**config.mk**
```make
export PLATFORM = sky130hd
export DESIGN_NAME = ex_memseq
export DESIGN_NICKNAME = d
export VERILOG_FILES = /design/src/rtl/ex_memseq.sv
export SDC_FILE = /design/constraint.sdc
export NUM_CORES = 1
export LEC_CHECK = 0
export ABC_AREA = 1
export CAP_MARGIN = 10
export CORE_AREA = 2 2 136 138
export CTS_BUF_LIST = sky130_fd_sc_hd__clkbuf_2 sky130_fd_sc_hd__clkbuf_4 sky130_fd_sc_hd__clkbuf_8
export DETAILED_ROUTE_END_ITERATION = 16
export DIE_AREA = 0 0 138 140
export HOLD_SLACK_MARGIN = 0.05
export PLACE_DENSITY = 0.89
export SYNTH_ARGS = -nofsm -noshare
export SYNTH_HDL_FRONTEND = slang
export SYNTH_SLANG_ARGS = --single-unit
export TNS_END_PERCENT = 5
```
**constraint.sdc**
```tcl
create_clock -name clock -period 8.9 [get_ports clock]
set_input_delay 1.78 -clock clock [delete_from_list [all_inputs] [get_ports clock]]
set_output_delay 1.78 -clock clock [all_outputs]
set_load 0.05 [all_outputs]
```
**src/rtl/ex_memseq.sv**
```systemverilog
// ex_memseq: memory-access sequencer between EX1 and the L1 data cache.
// Latches one EX1 request, drives it to the cache until OK/FAULT (or a
// bounded HOLD timeout), stalls the pipeline meanwhile, and returns
// sign/zero-extended load data with the held destination ID.
module ex_memseq #(
  parameter logic [7:0] TIMEOUT = 8'd255
) (
  input  logic        clock,
  input  logic        reset,
  input  logic [4:0]  exOpm,
  input  logic [31:0] exAddr,
  input  logic [63:0] exDataOut,
  input  logic [5:0]  exHeldId,
  input  logic        pipeFlush,
  output logic        exHold,
  output logic [5:0]  exIdRn,
  output logic [63:0] exValRn,
  output logic        exFault,
  output logic [31:0] dcAddr,
  output logic [4:0]  dcOpm,
  output logic [63:0] dcDataOut,
  input  logic [63:0] dcDataIn,
  input  logic [1:0]  dcOk
);

  // "No writeback" register ID and the idle cache opcode.
  localparam logic [5:0] JX2_GR_ZZR     = 6'h3F;
  localparam logic [4:0] UMEM_OPM_READY = 5'b00000;

  localparam logic [1:0] DC_OK    = 2'b01;
  localparam logic [1:0] DC_FAULT = 2'b11;

  typedef enum logic [1:0] {
    IDLE = 2'd0,
    REQ  = 2'd1,
    DONE = 2'd2,
    FLT  = 2'd3
  } state_t;

  state_t      state;
  logic [4:0]  opmLatch;
  logic [5:0]  idLatch;
  logic [7:0]  tmoCount;
  logic        killBit;

  logic        reqValid;
  logic        canAccept;
  logic        killNow;
  logic        isLoad;
  logic [7:0]  tmoNext;
  logic        tmoHit;

  // Sign- or zero-extend cache load data according to size and opm[2].
  function automatic logic [63:0] extendLoad(input logic [1:0] size,
                                             input logic zext,
                                             input logic [63:0] d);
    logic [63:0] r;
    case (size)
      2'b00:   r = zext ? {56'd0, d[7:0]}  : {{56{d[7]}},  d[7:0]};
      2'b01:   r = zext ? {48'd0, d[15:0]} : {{48{d[15]}}, d[15:0]};
      2'b10:   r = zext ? {32'd0, d[31:0]} : {{32{d[31]}}, d[31:0]};
      default: r = d;
    endcase
    return r;
  endfunction

  // Request qualification, stall request and kill/timeout helpers.
  always_comb begin
    reqValid  = (exOpm[4:3] != 2'b00) && !pipeFlush;
    canAccept = (state == IDLE) || (state == DONE);
    exHold    = (state == REQ) || (canAccept && reqValid);
    // A flush in the same cycle as the cache response still kills it.
    killNow   = killBit || pipeFlush;
    isLoad    = (opmLatch[4:3] == 2'b01);
    tmoNext   = tmoCount + 8'd1;
    tmoHit    = (tmoNext >= TIMEOUT);
  end

  // Sequencer FSM with registered cache-side and writeback outputs.
  always_ff @(posedge clock or posedge reset) begin
    if (reset) begin
      state     <= IDLE;
      opmLatch  <= 5'd0;
      idLatch   <= 6'd0;
      tmoCount  <= 8'd0;
      killBit   <= 1'b0;
      exIdRn    <= JX2_GR_ZZR;
      exValRn   <= 64'd0;
      exFault   <= 1'b0;
      dcAddr    <= 32'd0;
      dcOpm     <= UMEM_OPM_READY;
      dcDataOut <= 64'd0;
    end else begin
      // Writeback and fault are single-cycle presentations.
      exIdRn  <= JX2_GR_ZZR;
      exValRn <= 64'd0;
      exFault <= 1'b0;

      case (state)
        IDLE, DONE: begin
          if (reqValid) begin
            opmLatch  <= exOpm;
            idLatch   <= exHeldId;
            tmoCount  <= 8'd0;
            killBit   <= 1'b0;
            dcOpm     <= exOpm;
            dcAddr    <= exAddr;
            dcDataOut <= exDataOut;
            state     <= REQ;
          end else begin
            dcOpm <= UMEM_OPM_READY;
            state <= IDLE;
          end
        end

        REQ: begin
          killBit <= killNow;
          if (dcOk == DC_OK) begin
            dcOpm <= UMEM_OPM_READY;
            state <= DONE;
            if (isLoad) begin
              exValRn <= extendLoad(opmLatch[1:0], opmLatch[2], dcDataIn);
              if (!killNow) begin
                exIdRn <= idLatch;
              end
            end
          end else if ((dcOk == DC_FAULT) || tmoHit) begin
            // Cache fault and timeout collapse into a single FLT visit.
            dcOpm    <= UMEM_OPM_READY;
            exFault  <= !killNow;
            tmoCount <= tmoNext;
            state    <= FLT;
          end else begin
            tmoCount <= tmoNext;
          end
        end

        default: begin
          dcOpm <= UMEM_OPM_READY;
          state <= IDLE;
        end
      endcase
    end
  end

endmodule

```
==> results.tsv <==
metric	value	unit
status	completed	
finalPower	3.82	mW
dr.max_layer_used	met4	
period_needed	5620	ps
setup_viol	0	
num-fill-cells	1374	
async_flop_share	100	%
worstMarginPinSlew	1180	ps
clockBufferDepth	2	
firstDrtPassIters	4	
power.leakage	5.79	nW
grt_max_degree	117	
setup_slack	3280	ps
die_area	19300	um2
insertion_delay	460	ps
power.density	330	nW/um2
place_inst	1360	
nets	1328	
clock_skew	13.8	ps
hold_viol_final	0	
wl_met1	8640	um
drt.antenna.violating_nets	0	
rrSetupSlack	6070	ps
cpPeakStageDelay	820	ps
pin_count	349	
clk_pin_slew	90	ps
vias	6461	
cts_buffers	17	
place_ws	3240	ps
max_slew_margin	21.0	%
hold_end	exIdRn[2]	
cp_slowest_cell	clkdlybuf4s50_1	
track_usage	22.9	%
postCtsHoldBufs	0	
end_kind	output port	
required	7120	ps
hp-start	idLatch[2]	
synth_seq_area_share	64.0	%
die_h	140	um
min_path_type	flop to flop	
area_delta_synth_final	52.4	%
syn_inst	816	
grt_overflow	0	
setup.worst_path.start	exOpm[4]	
grt_first_pass_wirelength	35200	um
synth_warnings	0	
worstPathCellList	clkdlybuf4s50_1, or2_1, nand3_4, nand2_1, clkdlybuf4s50_1	
whs_path_depth	1	
synthTopCellsByCount	nand2_1 (362), dfrtp_1 (188), inv_1 (56), nor2_1 (48), nor2_2 (35)	
globalplace.congestion	0.840	
routed_wirelength	21600	um
drv_cap	0	
avgViaCountPerCell	4.64	
drive_gt1_share	8.00	%
antenna_found_initial	0	
synth_most_common_cell	nand2_1	
synth.area.top_cells	dfrtp_1 (62%), nand2_1 (18%), nor2_2 (2.9%)	
synth_edf_count	0	
stdcell_count	1391	
synthFlopType	dfrtp_1	
netlist.area_leader.share	61.9	%
yosysTopAreaCell	dfrtp_1	
dr_wl_met2	10500	um
drtIter0Drc	303	
worst_r2r_startpoint	opmLatch[1]	
clock-sinks	194	
period_share	63.1	%
critPathArrivalTime	3840	ps
cts_tree	done	
numPortBuffers	348	
maxSlewViolCount	0	
setup.worst_path.class	input pin to output port	
timing.critical_path.mode_cell	clkdlybuf4s50_1	
fmax	178	MHz
initial_core_util	42.7	%
ir_worst_vdd	0.000238	V
reg2regPathDepth	5	
ys_types	26	
antenna_cells	0	
startpoint_type	input pin	
fp-row-count	49	
grt_pass1_vias	6683	
core-area	17800	um2
cts.htree.levels	4	
ys_ff_latch	194	
die_x	138	um
r2r_end	exValRn[38]	
synth.cell_area	7590	um2
hpwl	15400	um
post_cts_buffers	0	
cts_root_buf	clkbuf_8	
rsz0062_at_grt	no	
drc_errors	0	
wl_met3	1750	um
syn_avg_cell_area	9.31	um2
cp_max_fo	42	
wl_per_cell	15.6	um
fin_tns_setup	0	ps
synth_fp_nets	994	
post_cts_resized	0	
[critical path: cells and delay by family]
| family | cells | cell delay [ps] |
|---|---|---|
| buf+inv | 2 | 1300 |
| simple gates | 3 | 760 |
[area by class of cell]
type	count	area [um2]	area share (%)
inverter	60	234	2.02
tap	229	287	2.48
clock inverter	14	150	1.30
sequential	194	4860	42.0
clock buffer	17	234	2.02
multi-input combinational	525	2290	19.8
timing repair buffer	352	3510	30.4
[layout by cell type, fill, tap and decap left out, types with 2 or more instances in the layout]
cell type          n
dfrtp_1          188
clkdlybuf4s50_1  348
nand2_1          362
inv_8              4
clkbuf_8          17
nand3b_1           6
nor2_2            35
dfstp_2            6
clkinv_2           3
inv_6              2
o21ai_1            8
o21ai_0           21
nor2_4             2
o21ai_4            2
a21oi_1            9
inv_2              3
nor2_1            48
nand3_4            3
nand3_2            3
clkinv_4           4
nand4_1            7
ha_1               2
buf_4              4
nand3_1           13
inv_1             55
[cells by family after synthesis]
logic type,count (synthesis),synth area share (%)
adders and majority gates,2,0.329
buffers and inverters,97,5.93
DFF,194,64.0
AOI/OAI and AO/OA,42,3.16
and+or+nand+nor,481,26.6
[state kept, by name, summed over array words and instances, names as in the netlist]
| name | flops |
|---|---|
| dcOpm | 5 |
| tmoCount | 8 |
| state | 2 |
| exIdRn | 6 |
| opmLatch | 5 |
| exValRn | 64 |
| dcDataOut | 64 |
| idLatch | 6 |
| dcAddr | 32 |
| killBit | 1 |
| exFault | 1 |
[report_power, final]
part           switching, mW  internal (mW)  total, mW
clock network          0.329          0.230      0.559
registers              0.170           1.15       1.32
logic                   1.33          0.615       1.94
total                   1.83           2.00       3.82
[metrics by stage]
stage                     instance area [um2]  utilization (%)  hold slack [ps]
final                                   11600             65.1              480
after global routing                    11600             65.1              497
after CTS                               11600             65.1              483
after detailed placement                11200             62.9              456
after global placement                  11200             62.9              450
after floorplan                          7590                -              440
[routing by layer]
layer,vias to the layer above,global-route usage [%]
met4,0,9.18
met2,267,38.0
met5,-,0
met3,44,7.83
li1,3131,-
met1,3019,27.6
[worst max path at each step]
| stage | end | depth (start not counted) |
|---|---|---|
| 6_report | exHold | 5 |
| 5_1_grt | exHold | 5 |
| 4_1_cts | exHold | 5 |
| 3_5_place_dp | exHold | 5 |
| 3_3_place_gp | exHold | 5 |
| 2_1_floorplan | dcAddr[0] | 1 |
Note: power is estimated with default switching activity, not from simulation.
